[config.mk]
export PLATFORM = sky130hd
export DESIGN_NAME = mem_port_arbiter
export DESIGN_NICKNAME = d
export VERILOG_FILES = /design/src/rtl/mollusc_pkg.sv /design/src/rtl/arb_pick.sv /design/src/rtl/mem_port_arbiter.sv
export SDC_FILE = /design/constraint.sdc
export NUM_CORES = 1
export LEC_CHECK = 0
export CELL_PAD_IN_SITES_DETAIL_PLACEMENT = 1
export CELL_PAD_IN_SITES_GLOBAL_PLACEMENT = 2
export CORE_UTILIZATION = 25
export CTS_BUF_LIST = sky130_fd_sc_hd__clkbuf_4
export DETAILED_ROUTE_END_ITERATION = 7
export PLACE_DENSITY = 0.92
export SLEW_MARGIN = 10
export SYNTH_ARGS = -nofsm -noshare
export SYNTH_HDL_FRONTEND = slang
export SYNTH_SLANG_ARGS = --single-unit
[constraint.sdc]
create_clock -name clk -period 1.62 [get_ports clk]
set_input_delay 0.162 -clock clk [delete_from_list [all_inputs] [get_ports clk]]
set_output_delay 0.162 -clock clk [all_outputs]
set_load 0.1 [all_outputs]
[src/rtl/mollusc_pkg.sv]
// Shared types for the mollusc memory-side blocks: memory arbiter FSM states
// and the transaction owner encoding.
package mollusc_pkg;

    typedef enum logic [1:0] {
        IDLE,
        REQ,
        WAIT
    } arb_state_t;

    localparam logic OWN_FETCH = 1'b0;
    localparam logic OWN_DATA  = 1'b1;

endpackage

[src/rtl/arb_pick.sv]
// Two-input grant picker for the memory port; holds all arbitration policy.
// Build with MEM_ARB_RR_EN for round-robin on conflict, otherwise data beats fetch.
module arb_pick
    import mollusc_pkg::*;
(
    input  logic if_req,
    input  logic d_req,
    input  logic win_open,
    input  logic last_served,
    output logic if_gnt,
    output logic d_gnt
);

    logic data_wins;

`ifdef MEM_ARB_RR_EN
    // On a conflict, the requester that did not go last gets the port.
    assign data_wins = ~if_req | (last_served == OWN_FETCH);
`else
    logic unused_last_served;
    assign unused_last_served = last_served;
    assign data_wins          = 1'b1;
`endif

    assign d_gnt  = win_open & d_req & data_wins;
    assign if_gnt = win_open & if_req & ~d_gnt;

endmodule

[src/rtl/mem_port_arbiter.sv]
// Shares one memory bus between fetch and data requesters with a single
// transaction in flight. MEM_ARB_RR_EN selects round-robin conflict resolution.
module mem_port_arbiter
    import mollusc_pkg::*;
#(
    parameter int AW = 32,
    parameter int DW = 32
) (
    input  logic          clk,
    input  logic          rst_n,
    input  logic          if_req,
    input  logic [AW-1:0] if_addr,
    output logic          if_gnt,
    output logic          if_rvalid,
    output logic [DW-1:0] if_rdata,
    output logic          stall_fetch,
    input  logic          d_req,
    input  logic          d_write,
    input  logic [AW-1:0] d_addr,
    input  logic [DW-1:0] d_wdata,
    output logic          d_gnt,
    output logic          d_rvalid,
    output logic [DW-1:0] d_rdata,
    output logic          stall_exec,
    output logic          mem_req,
    output logic          mem_write,
    output logic [AW-1:0] mem_addr,
    output logic [DW-1:0] mem_wdata,
    input  logic          mem_ready,
    input  logic          mem_rvalid,
    input  logic [DW-1:0] mem_rdata
);

    arb_state_t state;
    logic       owner;
    logic       last_served;
    logic       win_open;

    // The response cycle doubles as a grant window so back-to-back traffic takes 2 cycles.
    assign win_open = (state == IDLE) || (state == WAIT && mem_rvalid);

    arb_pick u_pick (
        .if_req      (if_req),
        .d_req       (d_req),
        .win_open    (win_open),
        .last_served (last_served),
        .if_gnt      (if_gnt),
        .d_gnt       (d_gnt)
    );

    assign stall_fetch = if_req & ~if_gnt;
    assign stall_exec  = d_req & ~d_gnt;

`ifdef MEM_ARB_RR_EN
    always_ff @(posedge clk or negedge rst_n) begin
        if (!rst_n) begin
            last_served <= OWN_FETCH;
        end else if (if_gnt | d_gnt) begin
            last_served <= d_gnt ? OWN_DATA : OWN_FETCH;
        end
    end
`else
    assign last_served = OWN_FETCH;
`endif

    always_ff @(posedge clk or negedge rst_n) begin
        if (!rst_n) begin
            state     <= IDLE;
            owner     <= OWN_FETCH;
            mem_req   <= 1'b0;
            mem_write <= 1'b0;
            mem_addr  <= '0;
            mem_wdata <= '0;
            if_rvalid <= 1'b0;
            d_rvalid  <= 1'b0;
            if_rdata  <= '0;
            d_rdata   <= '0;
        end else begin
            if_rvalid <= 1'b0;
            d_rvalid  <= 1'b0;
            case (state)
                IDLE: begin
                end
                REQ: begin
                    if (mem_ready) begin
                        state   <= WAIT;
                        mem_req <= 1'b0;
                    end
                end
                WAIT: begin
                    if (mem_rvalid) begin
                        if (owner == OWN_DATA) begin
                            d_rvalid <= 1'b1;
                            d_rdata  <= mem_rdata;
                        end else begin
                            if_rvalid <= 1'b1;
                            if_rdata  <= mem_rdata;
                        end
                        state <= IDLE;
                    end
                end
                default: state <= IDLE;
            endcase
            // A grant can only fire inside the window, so it overrides the return to IDLE.
            if (if_gnt | d_gnt) begin
                state     <= REQ;
                mem_req   <= 1'b1;
                owner     <= d_gnt ? OWN_DATA : OWN_FETCH;
                mem_write <= d_gnt & d_write;
                mem_addr  <= d_gnt ? d_addr : if_addr;
                mem_wdata <= d_gnt ? d_wdata : '0;
            end
        end
    end

endmodule

==> impl_metrics.tcl, run 1 <==
set metrics [dict create \
    status "complete, but fails checks" \
    violations "negative setup slack" \
    die_y_um 146 \
    fin_crit_ns 1.77 \
    crit_path_top_delay_cell "dfrtp_1" \
    grtUsageTotal_pct 17.8 \
    num_antenna_cells 0 \
    cp-start-kind "flop" \
    clock_path_buffers 2 \
    ys_ff_latch 135 \
    endpoint_kind "output pin" \
    wl_per_cell_um 20.4 \
    worstPathMaxFanout 4 \
    cts_max_level 4 \
    hold_violations 0 \
    drive_above_1_share_pct 41.4 \
    postLayoutCoreUtil_pct 49.9 \
    pin_count 271 \
    fmax_mhz 565 \
    syn_nets 479 \
    grt.overflow.total 0 \
    rsz0062_at_grt "true" \
    final_cell_mix "buf_12, dfrtp_1, clkdlybuf4s50_1" \
    gp_congestion 0.836 \
    final.setup.worst_slack_ns -0.150 \
    area_growth_pct 94.8 \
    crit_path_max_incr_delay_ns 0.44 \
    start_util_pct 25.6 \
    synth_top_area_share_pct 65.0 \
    async_flop_share_pct 100 \
    layout_commonest_cell "buf_12" \
    regArea_sq_mm 0.00338 \
    place_ws_ns -0.135 \
    ys_types 25 \
    io_buffers 270 \
    core_area_sq_mm 0.0203 \
    synth_edf_count 0 \
    multi_input_area_sq_mm 0.00170 \
    num_rows 52 \
    placed_area_sq_mm 0.00965 \
    grt_pass1_wl_mm 28.9 \
    critPathKind "reg -> out" \
    first_global_vias 4921 \
    routed-via-count 4292 \
    cts.clk_slew.worst_paths_ns 0.14 \
    die_x_um 146 \
    cp_cell_sequence "nand2b_4 -> buf_6 -> nand2_4 -> o21a_1 -> buf_12" \
    antenna_found_initial 0 \
    cts_made_buffers 17 \
    finalInstanceArea_sq_mm 0.0101 \
    worst_pin_slew_ns 0.370 \
    regToRegSetupSlack_ns -0.02 \
    yosysTopAreaCell "dfrtp_1" \
    setup_tns_ns -0.508 \
    synthesis.area_sq_mm 0.00520 \
    drv_slew 0 \
    viasPerCell 4.68 \
    hp-class "in -> async" \
    ff2ff_path_depth 6 \
    fin_crit_sh_pct 109 \
    clk_latency_ns 0.53 \
    cts.sinks 135 \
    root_buffer "clkbuf_4" \
    cp.required_ns 1.46 \
    num-fill-cells 1986 \
    drtIter0Drc 83 \
    cts_tree "yes" \
    postRouteAntennaNets 0 \
    grt_max_degree 66 \
    wirelength_mm 18.7 \
    max_cap_viol_count 0 \
    die_area_sq_mm 0.0214 \
    yosysSeqAreaShare_pct 65.0 \
    syn_area_per_cell_sq_um 15.1 \
    synth_cells 344 \
    drc_errors 0 \
    slew_headroom_pct 75.2 \
    netlist_top_cells_area "dfrtp_1, mux2_2, a22o_1" \
    first_pass_iters 4 \
    yosysWarnings 0 \
    dominantRegCellSynth "dfrtp_1" \
    critPathArrivalTime_ns 1.61 \
    nNetsFinal 769 \
    finalClockSkew_ns 0.0210 \
    hpwl_mm 13.7 \
    setup_viol 17 \
]
sequential cells by signal, indices dropped and copies added (netlist names), 2 cells and up:
register,flops
d_rdata,32
state,2
mem_wdata,32
mem_addr,32
if_rdata,32
cell families after synthesis:
logic type             count (synthesis)  synth area share [%]
AOI/OAI and AO/OA                    102                  16.2
and+or+nand+nor                       13                  1.68
muxes                                 64                  13.9
DFF                                  135                  65.0
buffers and inverters                 30                  3.27
area by class of cell:
class	instances	area share (%)
repair buffers	299	43.6
flip-flops and latches	135	33.3
multi-input cells	179	16.7
well taps	270	3.33
clock inverters	15	1.64
clock buffers	17	1.26
inverters	2	0.0988
cell usage after synthesis, drive strengths merged, types with 2 or more instances:
| master | number |
|---|---|
| inv | 2 |
| mux2 | 64 |
| a22oi | 32 |
| dfrtp | 135 |
| buf | 19 |
| and3 | 2 |
| a22o | 33 |
| o2bb2ai | 32 |
| nand2 | 4 |
| clkbuf | 9 |
final timing paths:
| check | startpoint | to |
|---|---|---|
| min in group clk | d_wdata[14] | mem_wdata[14] |
| min reg2reg | mem_req | mem_req |
| min | rst_n | mem_addr[27] |
| max reg2reg | state[1] | if_rdata[22] |
| max | state[1] | stall_fetch |
| max in group asynchronous | rst_n | mem_addr[17] |
metal layers:
metal | part of all wire [%] | vias up | global-route usage [%]
met2 | 53 | 207 | 32.4
li1 | - | 1892 | -
met5 | 0 | - | 0
met3 | 8.6 | 22 | 6.59
met4 | 2.0 | 0 | 6.61
met1 | 36 | 2171 | 18.6
worst max-delay path: cells and delay by family (launching register included):
kind / cells / cell delay (ns)
AOI/OAI and AO/OA: 1 / 0.20
buffers and inverters: 2 / 0.27
DFF: 1 / 0.44
and+or+nand+nor: 2 / 0.14
stage by stage:
step / hold slack (ns) / cells
after global placement: -0.0221 / 870
after CTS: 0.137 / 914
after detailed placement: -0.0189 / 870
after floorplan: -0.134 / 344
final: 0.185 / 917
after global routing: 0.157 / 917
repair_timing:
item                                    CTS  global route
cloned                                    1             0
endpoints found under the hold margin   135             0
buffers inserted                          9             4
gates resized for setup                   8             7
pin swaps                                 3             3
endpoints found under the setup margin    4             5
hold buffers                              2             0
Power of run 1 is left out: the tool's default activity adds up to more than one toggle a clock period on the data nets, which glitch-free logic cannot reach.
==> inputs of run 2 (changes only) <==
--- a/config.mk
+++ b/config.mk
@@ -11,7 +11,9 @@
 export CTS_BUF_LIST = sky130_fd_sc_hd__clkbuf_4
 export DETAILED_ROUTE_END_ITERATION = 7
 export PLACE_DENSITY = 0.92
+export REMOVE_ABC_BUFFERS = 1
 export SLEW_MARGIN = 10
 export SYNTH_ARGS = -nofsm -noshare
 export SYNTH_HDL_FRONTEND = slang
 export SYNTH_SLANG_ARGS = --single-unit
+export TNS_END_PERCENT = 1
==> impl_metrics.tcl, run 2 (synthesis results as in run 1) <==
set metrics [dict create \
    clock_path_buffers 2 \
    drtIter0Drc 118 \
    drc_errors 0 \
    first_pass_iters 4 \
    critPathArrivalTime_ns 1.56 \
    layout_commonest_cell "buf_12" \
    clk_latency_ns 0.55 \
    num-fill-cells 1978 \
    critPathKind "reg -> out" \
    dr_wl_met3_mm 1.65 \
    cts_max_level 4 \
    worstPathMaxFanout 7 \
    finalClockSkew_ns 0.0152 \
    cts_made_buffers 17 \
    grt_pass1_wl_mm 29.1 \
    cts.sinks 135 \
    final_cell_mix "buf_12, dfrtp_1, clkdlybuf4s50_1" \
    start_util_pct 25.6 \
    die_y_um 146 \
    grt_max_degree 42 \
    final.setup.worst_slack_ns -0.100 \
    endpoint_kind "output pin" \
    worst_pin_slew_ns 0.384 \
    wl_met2_mm 9.64 \
    hpwl_mm 13.8 \
    status "complete, but fails checks" \
    viasPerCell 4.70 \
    max_cap_viol_count 0 \
    hold_ws_ns 0.0827 \
    drive_above_1_share_pct 41.8 \
    setup_viol 36 \
    postLayoutCoreUtil_pct 49.9 \
    pin_count 271 \
    postRouteAntennaNets 0 \
    fin_crit_ns 1.72 \
    grt.overflow.total 0 \
    final_cells 921 \
    num_antenna_cells 0 \
    gp_congestion 0.802 \
    top_layer "met4" \
    grtUsageTotal_pct 17.9 \
    rsz0062_at_grt "true" \
    wirelength_mm 18.6 \
    cp.required_ns 1.46 \
    first_global_vias 4915 \
    placed_cells 877 \
    die_x_um 146 \
    fmax_mhz 581 \
    drv_slew 0 \
    core_area_sq_mm 0.0203 \
    cts_tree "yes" \
    root_buffer "clkbuf_4" \
    cp-start-kind "flop" \
    antenna_found_initial 0 \
    area_growth_pct 94.7 \
    drt-met1-wl_mm 7.06 \
    regToRegSetupSlack_ns -0.08 \
    violations "negative setup slack" \
    fin_crit_sh_pct 106 \
    wl_per_cell_um 20.2 \
    slew_headroom_pct 74.4 \
    cts.clk_slew.worst_paths_ns 0.13 \
    num_rows 52 \
    hold_violations 0 \
    routed-via-count 4328 \
    nNetsFinal 773 \
    die_area_sq_mm 0.0214 \
    hp-class "in -> async" \
    io_buffers 270 \
]
-- run 2: cell types whose count changed in the layout (fill, tap and decap cells not counted), moves of 2 or more --
cell,before,now
clkinv_4,5,3
buf_4,17,24
mux2_2,60,62
inv_6,5,3
mux2_4,2,0
-- run 2: metrics by stage --
| stage | instance area, sq um | setup TNS, ns | worst slack (ns) |
|---|---|---|---|
| 2_1_floorplan | 5040 | -102.51 | -1.44 |
| 6_report | 10100 | -2.03 | -0.100 |
| 3_5_place_dp | 9680 | -7.21 | -0.150 |
| 3_3_place_gp | 9680 | -3.94 | -0.0623 |
| 4_1_cts | 10100 | -0.867 | -0.247 |
| 5_1_grt | 10100 | -4.67 | -0.203 |
-- run 2: area by class of cell --
| class | count | area, sq um | area share [%] |
|---|---|---|---|
| Clock buffer | 18 | 135 | 1.33 |
| Timing Repair Buffer | 303 | 4410 | 43.6 |
| Sequential cell | 135 | 3380 | 33.4 |
| Multi-Input combinational cell | 179 | 1680 | 16.6 |
| Inverter | 2 | 10.0 | 0.0989 |
| Clock inverter | 14 | 174 | 1.72 |
| Tap cell | 270 | 338 | 3.34 |
-- run 2: worst max-delay path, cell delays in order (launching register included) --
cell and delay [ns]:
dfrtp_2 0.45, inv_4 0.09, nand2_2 0.08, o21a_1 0.21, buf_12 0.17
-- run 2: metal layers --
| metal | vias to the layer above | GRT usage (%) |
|---|---|---|
| met5 | - | 0 |
| met4 | 0 | 5.21 |
| met3 | 18 | 7.81 |
| met2 | 194 | 31.3 |
| met1 | 2213 | 19.7 |
| li1 | 1903 | - |
-- run 2: path summary, 6_finish.rpt --
path | from | endpoint | depth (start not counted)
worst max-delay path | state[0] | stall_fetch | 4
worst min-delay path | rst_n | if_rdata[15] | 2
worst max register to register | state[0] | if_rdata[16] | 5
worst min register to register | mem_addr[15] | mem_addr[15] | 1
max in group asynchronous | rst_n | mem_addr[3] | 3
min in group clk | mem_ready | state[0] | 2
-- run 2: repair_timing --
item / CTS / global route
hold endpoints to repair: 135 / 0
gates cloned: 1 / 0
hold buffers: 1 / 0
resized for setup: 7 / 4
buffers inserted: 7 / 4
pin swaps: 3 / 1
endpoints found under the setup margin: 4 / 55
Power of run 2 is left out for the same reason.
==> inputs of run 3 (changes only) <==
--- a/config.mk
+++ b/config.mk
@@ -7,10 +7,11 @@
 export LEC_CHECK = 0
 export CELL_PAD_IN_SITES_DETAIL_PLACEMENT = 1
 export CELL_PAD_IN_SITES_GLOBAL_PLACEMENT = 2
-export CORE_UTILIZATION = 25
+export CORE_UTILIZATION = 29
 export CTS_BUF_LIST = sky130_fd_sc_hd__clkbuf_4
 export DETAILED_ROUTE_END_ITERATION = 7
-export PLACE_DENSITY = 0.92
+export DONT_BUFFER_PORTS = 1
+export PLACE_DENSITY = 0.72
 export REMOVE_ABC_BUFFERS = 1
 export SLEW_MARGIN = 10
 export SYNTH_ARGS = -nofsm -noshare
==> impl_metrics.tcl, run 3 (synthesis results as in run 1) <==
set metrics [dict create \
    cts-hold-fix-buffers 133 \
    first_global_vias 4961 \
    fin_crit_sh_pct 104 \
    slew_headroom_pct 72.5 \
    start_util_pct 29.9 \
    drv_slew 0 \
    drc_errors 0 \
    die_y_um 136 \
    final_cell_mix "buf_4, dfrtp_1, dlygate4sd3_1" \
    num_rows 48 \
    postRouteAntennaNets 0 \
    grt_max_degree 136 \
    core_area_sq_mm 0.0174 \
    area_growth_pct 59.8 \
    pin_count 271 \
    cts.sinks 135 \
    wirelength_mm 18.8 \
    path_buf_inv 1 \
    wl_per_cell_um 21.8 \
    num-fill-cells 1781 \
    cp.required_ns 1.46 \
    cp_cell_sequence "nand2b_4 -> and3_4 -> buf_12" \
    crit_family "flip-flops" \
    cts_made_buffers 17 \
    critPathKind "reg -> out" \
    crit_path_max_incr_delay_ns 0.45 \
    die_area_sq_mm 0.0185 \
    fmax_mhz 596 \
    routed-via-count 4332 \
    viasPerCell 5.03 \
    crit_cells 3 \
    nNetsFinal 756 \
    worst_pin_slew_ns 0.412 \
    status "complete, but fails checks" \
    cp-start-kind "flop" \
    violations "negative hold slack, negative setup slack" \
    hold_violations 135 \
    final.setup.worst_slack_ns -0.0592 \
    grt.overflow.total 0 \
    cts_tree "yes" \
    postLayoutCoreUtil_pct 47.7 \
    cts.clk_slew.worst_paths_ns 0.14 \
    clk_latency_ns 0.54 \
    critPathArrivalTime_ns 1.52 \
    drive_above_1_share_pct 40.5 \
    layout_commonest_cell "buf_4" \
    drtIter0Drc 131 \
    max_cap_viol_count 0 \
    root_buffer "clkbuf_4" \
    grtUsageTotal_pct 20.5 \
    hpwl_mm 10.1 \
    io_buffers 0 \
    clock_path_buffers 2 \
    crit_path_top_delay_cell "dfrtp_2" \
    endpoint_kind "output pin" \
    cts_max_level 4 \
    die_x_um 136 \
    gp_congestion 0.754 \
    worstPathMaxFanout 5 \
    antenna_found_initial 2 \
    ff2ff_path_depth 6 \
    hold_ws_ns -0.714 \
    first_pass_iters 4 \
    fin_crit_ns 1.68 \
    finalClockSkew_ns 0.0206 \
    setup_tns_ns -0.194 \
    setup_viol 4 \
    rsz0062_at_grt "true" \
    grt_pass1_wl_mm 28.0 \
    hp-class "in -> async" \
]
-- run 3: changes by cell type in the layout (fill, tap and decap cells not counted), sizes merged, moves of 6 or more --
cell,change
buf,-17
clkdlybuf4s50,-133
dlygate4sd3,+131
inv,+6
-- run 3: repair_timing --
item | 4_1_cts | 5_1_grt
cloned | 3 | 0
setup buffers | 6 | 1
pin swaps | 3 | 1
endpoints found under the hold margin | 270 | 135
resized for setup | 8 | 1
setup endpoints to repair | 4 | 4
-- run 3: final timing paths --
path | from | endpoint | slack [ns]
worst max-delay path | state[1] | d_gnt | -0.06
worst min-delay path | rst_n | d_rdata[8] | -0.71
worst max register to register | state[1] | mem_addr[2] | 0.07
worst min register to register | mem_addr[23] | mem_addr[23] | 0.51
max in group asynchronous | rst_n | mem_wdata[24] | 2.04
min in group clk | d_req | mem_wdata[17] | 0.24
-- run 3: worst register-to-register path: stages (launching register included) --
cell       delay [ns]
dfrtp_2          0.41
nand2b_4         0.08
buf_4            0.14
buf_4            0.13
o211ai_1         0.13
buf_6            0.36
o2bb2ai_1        0.24
-- run 3: per-layer routing --
metal	share of wire, %	wire, um	vias up	GRT usage [%]
li1	-	-	1877	-
met1	37	6880	2183	21.1
met2	52	9790	229	37.5
met3	8.6	1610	43	7.23
met4	2.7	499	0	8.89
met5	0	0	-	0
-- run 3: final cells by class --
cell class                 instances  area (sq um)  area share [%]
sequential                       135          3380            40.7
timing repair buffer             286          2640            31.8
multi-input combinational        179          1680            20.2
tap                              225           282            3.39
clock inverter                    15           186            2.24
clock buffer                      17           128            1.54
inverter                           2          10.0           0.120
antenna                            2          5.00          0.0602
-- run 3: through the flow --
stage                     cell area [sq um]  hold slack (ns)  std cells  setup WS (ns)
after floorplan                        5040           -0.134        316          -1.44
after global placement                 6470           -0.130        684          0.231
after detailed placement               6470           -0.130        684          0.141
after CTS                              8290           -0.778        858         -0.134
after global routing                   8310           -0.793        861         -0.162
final                                  8310           -0.714        861        -0.0592
Power of run 3 is left out for the same reason.
